**src/rtl/keypad_scan_pkg.sv**
```systemverilog
// rtl/keypad_scan_pkg.sv - shared state encoding, key map and column helpers for the keypad scanner
package keypad_scan_pkg;

  typedef enum logic [1:0] {
    SCAN     = 2'd0,
    DEBOUNCE = 2'd1,
    HELD     = 2'd2
  } state_t;

  // Nibble {r,c} holds the legend printed on the Pmod KYPD key at row r, column c.
  localparam logic [63:0] KEYMAP = {
    4'hD, 4'hE, 4'hF, 4'h0,
    4'hC, 4'h9, 4'h8, 4'h7,
    4'hB, 4'h6, 4'h5, 4'h4,
    4'hA, 4'h3, 4'h2, 4'h1
  };

  function automatic logic [3:0] col_drive(input logic [1:0] c);
    return ~(4'b0001 << c);
  endfunction

  function automatic logic [3:0] key_lookup(input logic [1:0] r, input logic [1:0] c);
    logic [5:0] idx;
    idx = {r, c, 2'b00};
    return KEYMAP[idx +: 4];
  endfunction

  function automatic logic is_onehot(input logic [3:0] v);
    return (v != 4'd0) && ((v & (v - 4'd1)) == 4'd0);
  endfunction

  function automatic logic [1:0] onehot_idx(input logic [3:0] v);
    logic [1:0] idx;
    case (v)
      4'b0010: idx = 2'd1;
      4'b0100: idx = 2'd2;
      4'b1000: idx = 2'd3;
      default: idx = 2'd0;
    endcase
    return idx;
  endfunction

endpackage

```
**src/rtl/keypad_scan_if.sv**
```systemverilog
// rtl/keypad_scan_if.sv - keypad matrix lines plus the decoded key outputs
interface keypad_scan_if;
  logic [3:0] row;
  logic [3:0] col;
  logic [3:0] key_code;
  logic       key_valid;
  logic       key_held;

  modport master (
    input  row,
    output col,
    output key_code,
    output key_valid,
    output key_held
  );

  modport slave (
    output row,
    input  col,
    input  key_code,
    input  key_valid,
    input  key_held
  );
endinterface

```
**src/rtl/keypad_scan_tick_gen.sv**
```systemverilog
// rtl/keypad_scan_tick_gen.sv - free-running prescaler, one tick every 2**N clocks
module scan_tick_gen #(
  parameter int N = 18
) (
  input  logic clk,
  input  logic reset,
  output logic tick
);

  logic [N-1:0] r_cnt;

  always_ff @(posedge clk or negedge reset) begin
    if (!reset) r_cnt <= '0;
    else        r_cnt <= r_cnt + {{(N-1){1'b0}}, 1'b1};
  end

  assign tick = &r_cnt;

endmodule

```
**src/rtl/keypad_scan.sv**
```systemverilog
// rtl/keypad_scan.sv - 4x4 keypad column scanner with press/release debounce and hex decode
module keypad_scan
  import keypad_scan_pkg::*;
#(
  parameter int N        = 18,
  parameter int DB_TICKS = 3
) (
  input  logic          clk,
  input  logic          reset,
  keypad_scan_if.master kp
);

  localparam logic [3:0] DB_T = 4'(DB_TICKS);

  logic       w_tick;
  logic [3:0] r_row_s1, r_row_s2;
  state_t     r_state, w_state_next;
  logic [1:0] r_col_idx;
  logic [3:0] r_row_lat;
  logic [3:0] r_cnt, w_cnt_next;
  logic [3:0] r_key_code;
  logic       r_key_valid, r_key_held;

  logic [3:0] w_hot;
  logic       w_hot_valid;
  logic [3:0] w_cnt_inc;
  logic       w_latch, w_accept, w_advance;
  logic [3:0] w_code_row;

  scan_tick_gen #(.N(N)) u_tick (
    .clk   (clk),
    .reset (reset),
    .tick  (w_tick)
  );

  always_ff @(posedge clk or negedge reset) begin
    if (!reset) begin
      r_row_s1 <= 4'hF;
      r_row_s2 <= 4'hF;
    end else begin
      r_row_s1 <= kp.row;
      r_row_s2 <= r_row_s1;
    end
  end

  assign w_hot       = ~r_row_s2;
  assign w_hot_valid = is_onehot(w_hot);
  assign w_cnt_inc   = r_cnt + 4'd1;

  always_ff @(posedge clk or negedge reset) begin
    if (!reset) r_state <= SCAN;
    else        r_state <= w_state_next;
  end

  always_comb begin
    w_state_next = r_state;
    if (w_tick) begin
      case (r_state)
        SCAN:     if (w_hot_valid) w_state_next = (DB_T == 4'd1) ? HELD : DEBOUNCE;
        DEBOUNCE: if (w_hot != r_row_lat)  w_state_next = SCAN;
                  else if (w_cnt_inc >= DB_T) w_state_next = HELD;
        HELD:     if (w_hot == 4'd0 && w_cnt_inc >= DB_T) w_state_next = SCAN;
        default:  w_state_next = SCAN;
      endcase
    end
  end

  // In HELD the count measures consecutive idle ticks; any low row restarts it.
  always_comb begin
    w_latch    = 1'b0;
    w_accept   = 1'b0;
    w_advance  = 1'b0;
    w_cnt_next = r_cnt;
    if (w_tick) begin
      case (r_state)
        SCAN: begin
          if (w_hot_valid) begin
            w_latch = 1'b1;
            if (DB_T == 4'd1) begin
              w_accept   = 1'b1;
              w_cnt_next = 4'd0;
            end else begin
              w_cnt_next = 4'd1;
            end
          end else begin
            w_advance = 1'b1;
          end
        end
        DEBOUNCE: begin
          if (w_hot != r_row_lat) begin
            w_advance  = 1'b1;
            w_cnt_next = 4'd0;
          end else if (w_cnt_inc >= DB_T) begin
            w_accept   = 1'b1;
            w_cnt_next = 4'd0;
          end else begin
            w_cnt_next = w_cnt_inc;
          end
        end
        HELD: begin
          if (w_hot != 4'd0) begin
            w_cnt_next = 4'd0;
          end else if (w_cnt_inc >= DB_T) begin
            w_advance  = 1'b1;
            w_cnt_next = 4'd0;
          end else begin
            w_cnt_next = w_cnt_inc;
          end
        end
        default: w_cnt_next = 4'd0;
      endcase
    end
  end

  assign w_code_row = w_latch ? w_hot : r_row_lat;

  always_ff @(posedge clk or negedge reset) begin
    if (!reset) begin
      r_col_idx   <= 2'd0;
      r_row_lat   <= 4'd0;
      r_cnt       <= 4'd0;
      r_key_code  <= 4'h0;
      r_key_valid <= 1'b0;
      r_key_held  <= 1'b0;
    end else begin
      r_cnt       <= w_cnt_next;
      r_key_valid <= w_accept;
      r_key_held  <= (w_state_next == HELD);
      if (w_advance) r_col_idx <= r_col_idx + 2'd1;
      if (w_latch)   r_row_lat <= w_hot;
      if (w_accept)  r_key_code <= key_lookup(onehot_idx(w_code_row), r_col_idx);
    end
  end

  assign kp.col       = col_drive(r_col_idx);
  assign kp.key_code  = r_key_code;
  assign kp.key_valid = r_key_valid;
  assign kp.key_held  = r_key_held;

endmodule

```
**src/flat_wrapper.sv**
```systemverilog
// flat-port wrapper written by rule: the top's interface ports become plain ports
module keypad_scan_flat import keypad_scan_pkg::*;
#(
  parameter int N        = 18,
  parameter int DB_TICKS = 3
)
  (clk, reset, kp_row, kp_col, kp_key_code, kp_key_valid, kp_key_held);
  keypad_scan_if kp_i ();
  input  logic clk;
  input  logic reset;
  input wire logic [$bits(kp_i.row)-1:0] kp_row;
  output wire logic [$bits(kp_i.col)-1:0] kp_col;
  output wire logic [$bits(kp_i.key_code)-1:0] kp_key_code;
  output wire logic [$bits(kp_i.key_valid)-1:0] kp_key_valid;
  output wire logic [$bits(kp_i.key_held)-1:0] kp_key_held;
  assign kp_i.row = kp_row;
  assign kp_col = kp_i.col;
  assign kp_key_code = kp_i.key_code;
  assign kp_key_valid = kp_i.key_valid;
  assign kp_key_held = kp_i.key_held;
  keypad_scan #(.N(N), .DB_TICKS(DB_TICKS)) u_core (.clk(clk), .reset(reset), .kp(kp_i));
endmodule
```
**config.mk**
```make
export PLATFORM = sky130hd
export DESIGN_NAME = keypad_scan_flat
export DESIGN_NICKNAME = d
export VERILOG_FILES = /design/src/rtl/keypad_scan_pkg.sv /design/src/rtl/keypad_scan_if.sv /design/src/rtl/keypad_scan_tick_gen.sv /design/src/rtl/keypad_scan.sv /design/src/flat_wrapper.sv
export SDC_FILE = /design/constraint.sdc
export NUM_CORES = 1
export LEC_CHECK = 0
export CORE_UTILIZATION = 52
export DETAILED_ROUTE_END_ITERATION = 16
export GPL_TIMING_DRIVEN = 1
export PLACE_DENSITY = 0.72
export RECOVER_POWER = 25
export SLEW_MARGIN = 10
export SYNTH_ARGS = -nofsm -noshare
export SYNTH_HDL_FRONTEND = slang
export SYNTH_HIERARCHICAL = 1
export SYNTH_SLANG_ARGS = --single-unit
```
**constraint.sdc**
```tcl
create_clock -name clk -period 2.9 [get_ports clk]
set_clock_uncertainty 0.05 [all_clocks]
set_input_delay 0.58 -clock clk [delete_from_list [all_inputs] [get_ports clk]]
set_output_delay 0.58 -clock clk [all_outputs]
set_load 0.03 [all_outputs]
```
-- Word level (Yosys, flattened, before mapping)
Index checks and enable logic that the tools add are counted.
- output and inout bits: 10
- bits in registers: 44
- bits of input ports: 6
- shift-type cells: 2
- reductions and logical operators: 8
- $lt $le $gt $ge: 1
- mux-type cells: 26
- bitwise operators: 3
- $add $sub $neg: 4
- equality and inequality tests: 8
- operator list (cell ; number):
    64-bit by 7-bit variable part select with 4-bit output, first input constant ; 1
    4-bit two-way mux ; 5
    19-bit AND reduction ; 1
    18-bit by 1-bit adder with 18-bit output, second input constant ; 1
    18-bit AND reduction ; 1
    2-bit two-way mux ; 6
    2-bit case mux with 3 select lines ; 2
    4-bit case mux with 3 select lines ; 1
    1-bit two-way mux ; 11
    4-bit logical NOT ; 2
    4-bit NOT ; 2
    4-bit by 1-bit adder with 4-bit output, second input constant ; 1
    4-bit AND ; 1
    2-bit == test, second input constant ; 2
    4-bit by 2-bit == test with 1-bit output, second input constant ; 1
    4-bit by 3-bit == test with 1-bit output, second input constant ; 1
    4-bit == test, second input constant ; 1
    4-bit by 2-bit greater-or-equal comparator with 1-bit output, second input constant ; 1
    4-bit inequality test ; 1
    4-bit nonzero test ; 1
    1-bit by 2-bit left shift with 4-bit output, first input constant ; 1
    4-bit by 1-bit subtractor with 4-bit output, second input constant ; 1
    1-bit case mux with 3 select lines ; 1
    2-bit by 1-bit adder with 2-bit output, second input constant ; 1
    other kinds (4) ; 5

-- Logic depth before layout (Yosys ltp)
- depth in word-level cells: 13
- depth in mapped cells: 11

-- Cells and area by module
The synthesis kept the hierarchy.
- by module, submodules not included (module ; area each (um^2) ; instances ; cells each):
    keypad_scan ; 1487.7 ; 1 ; 148
    scan_tick_gen ; 799.5 ; 1 ; 63

-- Worst setup path before layout
OpenSTA, ideal clock, no wires.
- path type: reg-to-reg
- start: register u_core.u_tick.r_cnt[0]
- end: register u_core.r_key_code[2], in the netlist u_core/kp.key_code[2]
- buffers on the path: 0
- stages on the path, launching flop included: 12
- data arrival time: 2.892 ns
- path slack: -0.108 ns
- path through: dfrtp_1 ha_1 nand3_2 nor3_4 and3_1 or3b_4 o41ai_2 o21ai_2 xnor2_1 or3_4 a211oi_2 a22o_1
- longest elaborated chain between the ends: 7
- RTL lines (what ; line ; RTL):
    start, declared ; keypad_scan_tick_gen.sv:10 ; logic [N-1:0] r_cnt;
    start signal, assigned ; keypad_scan_tick_gen.sv:14 ; else r_cnt <= r_cnt + {{(N-1){1'b0}}, 1'b1};
    18-bit AND reduction * ; keypad_scan_tick_gen.sv:17 ; assign tick = &r_cnt;
    net u_core.w_tick ; keypad_scan.sv:15 ; logic w_tick;
    1-bit two-way mux * ; keypad_scan.sv:74 ; if (w_tick) begin
    4-bit two-way mux * ; n/a ;
    net u_core.w_code_row[1] ; keypad_scan.sv:28 ; logic [3:0] w_code_row;
    4-bit == test, or another cell as far along ; keypad_scan_pkg.sv:34 ; case (v)
    2-bit case mux with 3 select lines * ; keypad_scan_pkg.sv:34 ;
    2-bit two-way mux * ; keypad_scan.sv:131 ; if (w_accept) r_key_code <= key_lookup(onehot_idx(w_code_row), r_col_idx);
    64-bit by 7-bit variable part select with 4-bit output * ; keypad_scan_pkg.sv:25 ; return KEYMAP[idx +: 4];
    end signal, assigned ; keypad_scan.sv:131 ;
    end, declared ; keypad_scan.sv:21 ; logic [3:0] r_key_code;
Mark *: on every way through the listed nets, which the timed path passes. The rest lies on a longest branch. The select of a mux whose other input is x is not followed.
A chain may end at the register's enable or synchronous reset.

-- Worst setup path after layout
Ends and elaborated chain as after synthesis.

==> results.cfg <==
[run_status]
outcome = finished with violations
violations = setup timing

[layout]
fin_nets = 261
final_cells = 297
drive_gt1_share_pct = 24.29
fill_cells = 319
area_delta_synth_final_pct = 21.99
antenna_cells = 0

[global_route]
overflow = 0
antenna_found_initial = 0
grt_max_degree = 45
grt_usage_pct = 21.81
grt_pass1_wl_mm = 7.258
grt_pass1_vias = 1555

[sta]
tightest_slew_ns = 0.9481
timing.final.ws_setup_ns = -0.08958
fmax_mhz = 334.5
timing.slew.headroom_pct = 36.79
slew_viol_final = 0
setup_violations = 3
period_share_pct = 103.1
hold_violations = 0
rsz0062_at_grt = yes
min_period_ns = 2.990

[job]
drv_cap = 0

[floorplan]
die_w_um = 68.32
num_io_pins = 16
fp.dieArea_mm2 = 0.004668
rows = 23
fp.coreArea_mm2 = 0.004115
start_util_pct = 55.58
fp.dieH_um = 68.32

[drt]
drt_iter0_drc = 145
detail_route.wl_per_cell_um = 15.35
drt-total-wl_mm = 4.558
vias = 1685
ant_nets = 0
drc = 0
viasPerCell = 5.673
drt_first_pass_iters = 4

[worst_setup_path]
crit_path_start = u_core/u_tick/r_cnt[0]
worst_ep_arrival_time_ns = 3.18
worstPathRequired_ns = 3.09
cp-end-kind = register
crit_fanout = 4
cp-start-kind = register
reg2reg_from = u_core/u_tick/r_cnt[0]
critical_path_class = register to register

[power]
vdd_drop_max_mv = 0.3279
static-leakage-power_nw = 1.235
p_per_area_mw_per_mm2 = 383.1

[placed_design]
place_ws_ns = -0.05904
io_buffers = 15
hpwl_mm = 3.072
place_congestion = 0.8419
numPlacedInstances = 279

[cts]
h-tree-depth = 2
clockBufferDepth = 2
cts.sinks = 44
clk_latency_ns = 0.29
cts_buffers = 5
cts.hold.buffers_added = 0
path_clk_slew_ns = 0.09
clock_tree.root_cell = clkbuf_8
tritoncts = done

[logic_synthesis]
ys_seq_area_share_pct = 48.58
ys_types = 54
syn_area_mm2 = 0.002287
synth.avg_cell_area_um2 = 10.84
synth_edf_count = 0
synth_flop_cell = dfrtp_1
yosysWarnings = 6
yosys.area.top_type = dfrtp_1
async_reset_ff_share_pct = 100.0
synth_area_leaders = dfrtp_1 (39%), dfstp_2 (9.2%), xnor2_1 (6.5%)
syn_inst = 211
syn_nets = 226
synth-seq-cells = 44
synth_top_area_share_pct = 39.39

[min_path]
hold_path.class = register to register
hp-start = u_core/r_row_s1[0]
==> layout by cell type, fill, tap and decap left out, types with 2 or more instances in the layout <==
master | synthesis | routed
clkbuf_8 | 0 | 6
ha_1 | 9 | 8
xnor2_1 | 17 | 17
clkdlybuf4s50_1 | 0 | 10
a21oi_1 | 9 | 9
dfstp_2 | 8 | 8
buf_4 | 0 | 17
nor3_1 | 5 | 5
nor3_2 | 2 | 2
a22o_1 | 2 | 2
o22ai_1 | 2 | 2
dlygate4sd3_1 | 0 | 4
nand2_1 | 16 | 16
nor2_1 | 13 | 12
xor2_1 | 6 | 6
nand3_1 | 12 | 12
nand4_4 | 2 | 2
o211ai_1 | 2 | 2
and2_1 | 2 | 2
o31ai_4 | 1 | 4
dfrtp_1 | 36 | 35
o21ai_0 | 5 | 5
and3_1 | 4 | 3
inv_1 | 18 | 18
a41oi_1 | 2 | 2
==> power by group <==
group	total, mW	internal [mW]	switching, mW
logic	0.0383	0.0119	0.0264
registers	0.635	0.624	0.0112
clock network	0.396	0.194	0.202
==> cells in the mapped netlist (all sizes together), types with 3 or more instances <==
master,instances
nand2,16
clkbuf,3
a21oi,9
ha,9
o31ai,5
nor2,13
inv,18
nand3,13
and3,4
o21ai,7
nand4,3
xnor2,17
xor2,6
dfstp,8
nor3,8
dfrtp,36
==> state kept, by name, summed over array words and instances (netlist names) <==
signal / cells
u_core/r_state: 2
u_core/r_col_idx: 2
u_core/r_row_s2: 4
u_core/u_tick/r_cnt: 18
u_core/r_row_s1: 4
u_core/kp.key_valid: 1
u_core/r_row_lat: 4
u_core/kp.key_held: 1
u_core/kp.key_code: 4
u_core/r_cnt: 4
==> cell type report <==
| class | instances | area [µm²] | area share, % |
|---|---|---|---|
| Timing Repair Buffer | 33 | 284.0 | 10.18 |
| Sequential cell | 44 | 1112 | 39.87 |
| Clock inverter | 1 | 7.507 | 0.2691 |
| Tap cell | 50 | 62.56 | 2.242 |
| Inverter | 18 | 67.56 | 2.422 |
| Clock buffer | 7 | 86.33 | 3.094 |
| Multi-Input combinational cell | 144 | 1170 | 41.93 |
==> what timing repair did <==
item                                    CTS  global route
gates resized for setup                   3             8
pin swaps                                 0             7
hold endpoints to repair                  0             0
endpoints found under the setup margin    4             4
buffers inserted                          1             9
cloned                                    0             0
==> metal layers <==
| metal | share of wire [%] | global-route usage, % |
|---|---|---|
| met1 | 41 | 26.38 |
| met2 | 53 | 36.76 |
| met3 | 4.9 | 5.667 |
| met4 | 0.50 | 8.594 |
| met5 | 0 | 0 |
==> worst max-delay path, stage by stage (launching register included) <==
cell	delay [ns]
dfrtp_1	0.41
ha_4	0.17
nand3_4	0.09
nor3_4	0.13
and3_4	0.22
or3b_4	0.43
o41ai_4	0.38
o21ai_2	0.16
xnor2_1	0.16
or3_4	0.37
a211oi_2	0.22
a22o_1	0.14
==> final timing paths <==
check | slack, ns | cells past startpoint | endpoint
setup reg to reg | -0.09 | 11 | u_core/kp.key_code[2]
setup / recovery | -0.09 | 11 | u_core/kp.key_code[2]
hold reg to reg | 0.31 | 0 | u_core/r_row_s2[0]
hold / removal | 0.31 | 0 | u_core/r_row_s2[0]
max in group asynchronous | 1.78 | 1 | u_core/u_tick/r_cnt[5]
min in group asynchronous | 0.38 | 1 | u_core/kp.key_valid
==> per-stage QoR <==
stage	setup TNS (ns)	hold WS, ns	power (mW)	util [%]	cell area, µm²
floorplan	0	0.2344	0.6613	-	2311
global placement	0	0.2959	0.6816	62.15	2557
detailed placement	-0.1589	0.2968	0.6835	62.15	2557
CTS	0	0.3086	1.085	65.10	2679
global route	-0.5370	0.3099	1.115	67.80	2790
finish	-0.1695	0.3068	1.069	67.80	2790
==> cell families (layout without fill, tap and decap cells) <==
kind of cell	Yosys count	after routing	share of synthesized area [%]
AOI/OAI and AO/OA	40	40	13.68
xor gates and xnor gates	23	23	8.807
adders and majority gates	10	10	5.361
buffers and inverters	23	59	3.884
DFF	44	44	48.58
muxes	3	3	1.422
and+or+nand+nor	68	68	18.27
Note: power is estimated with default switching activity, not from simulation.
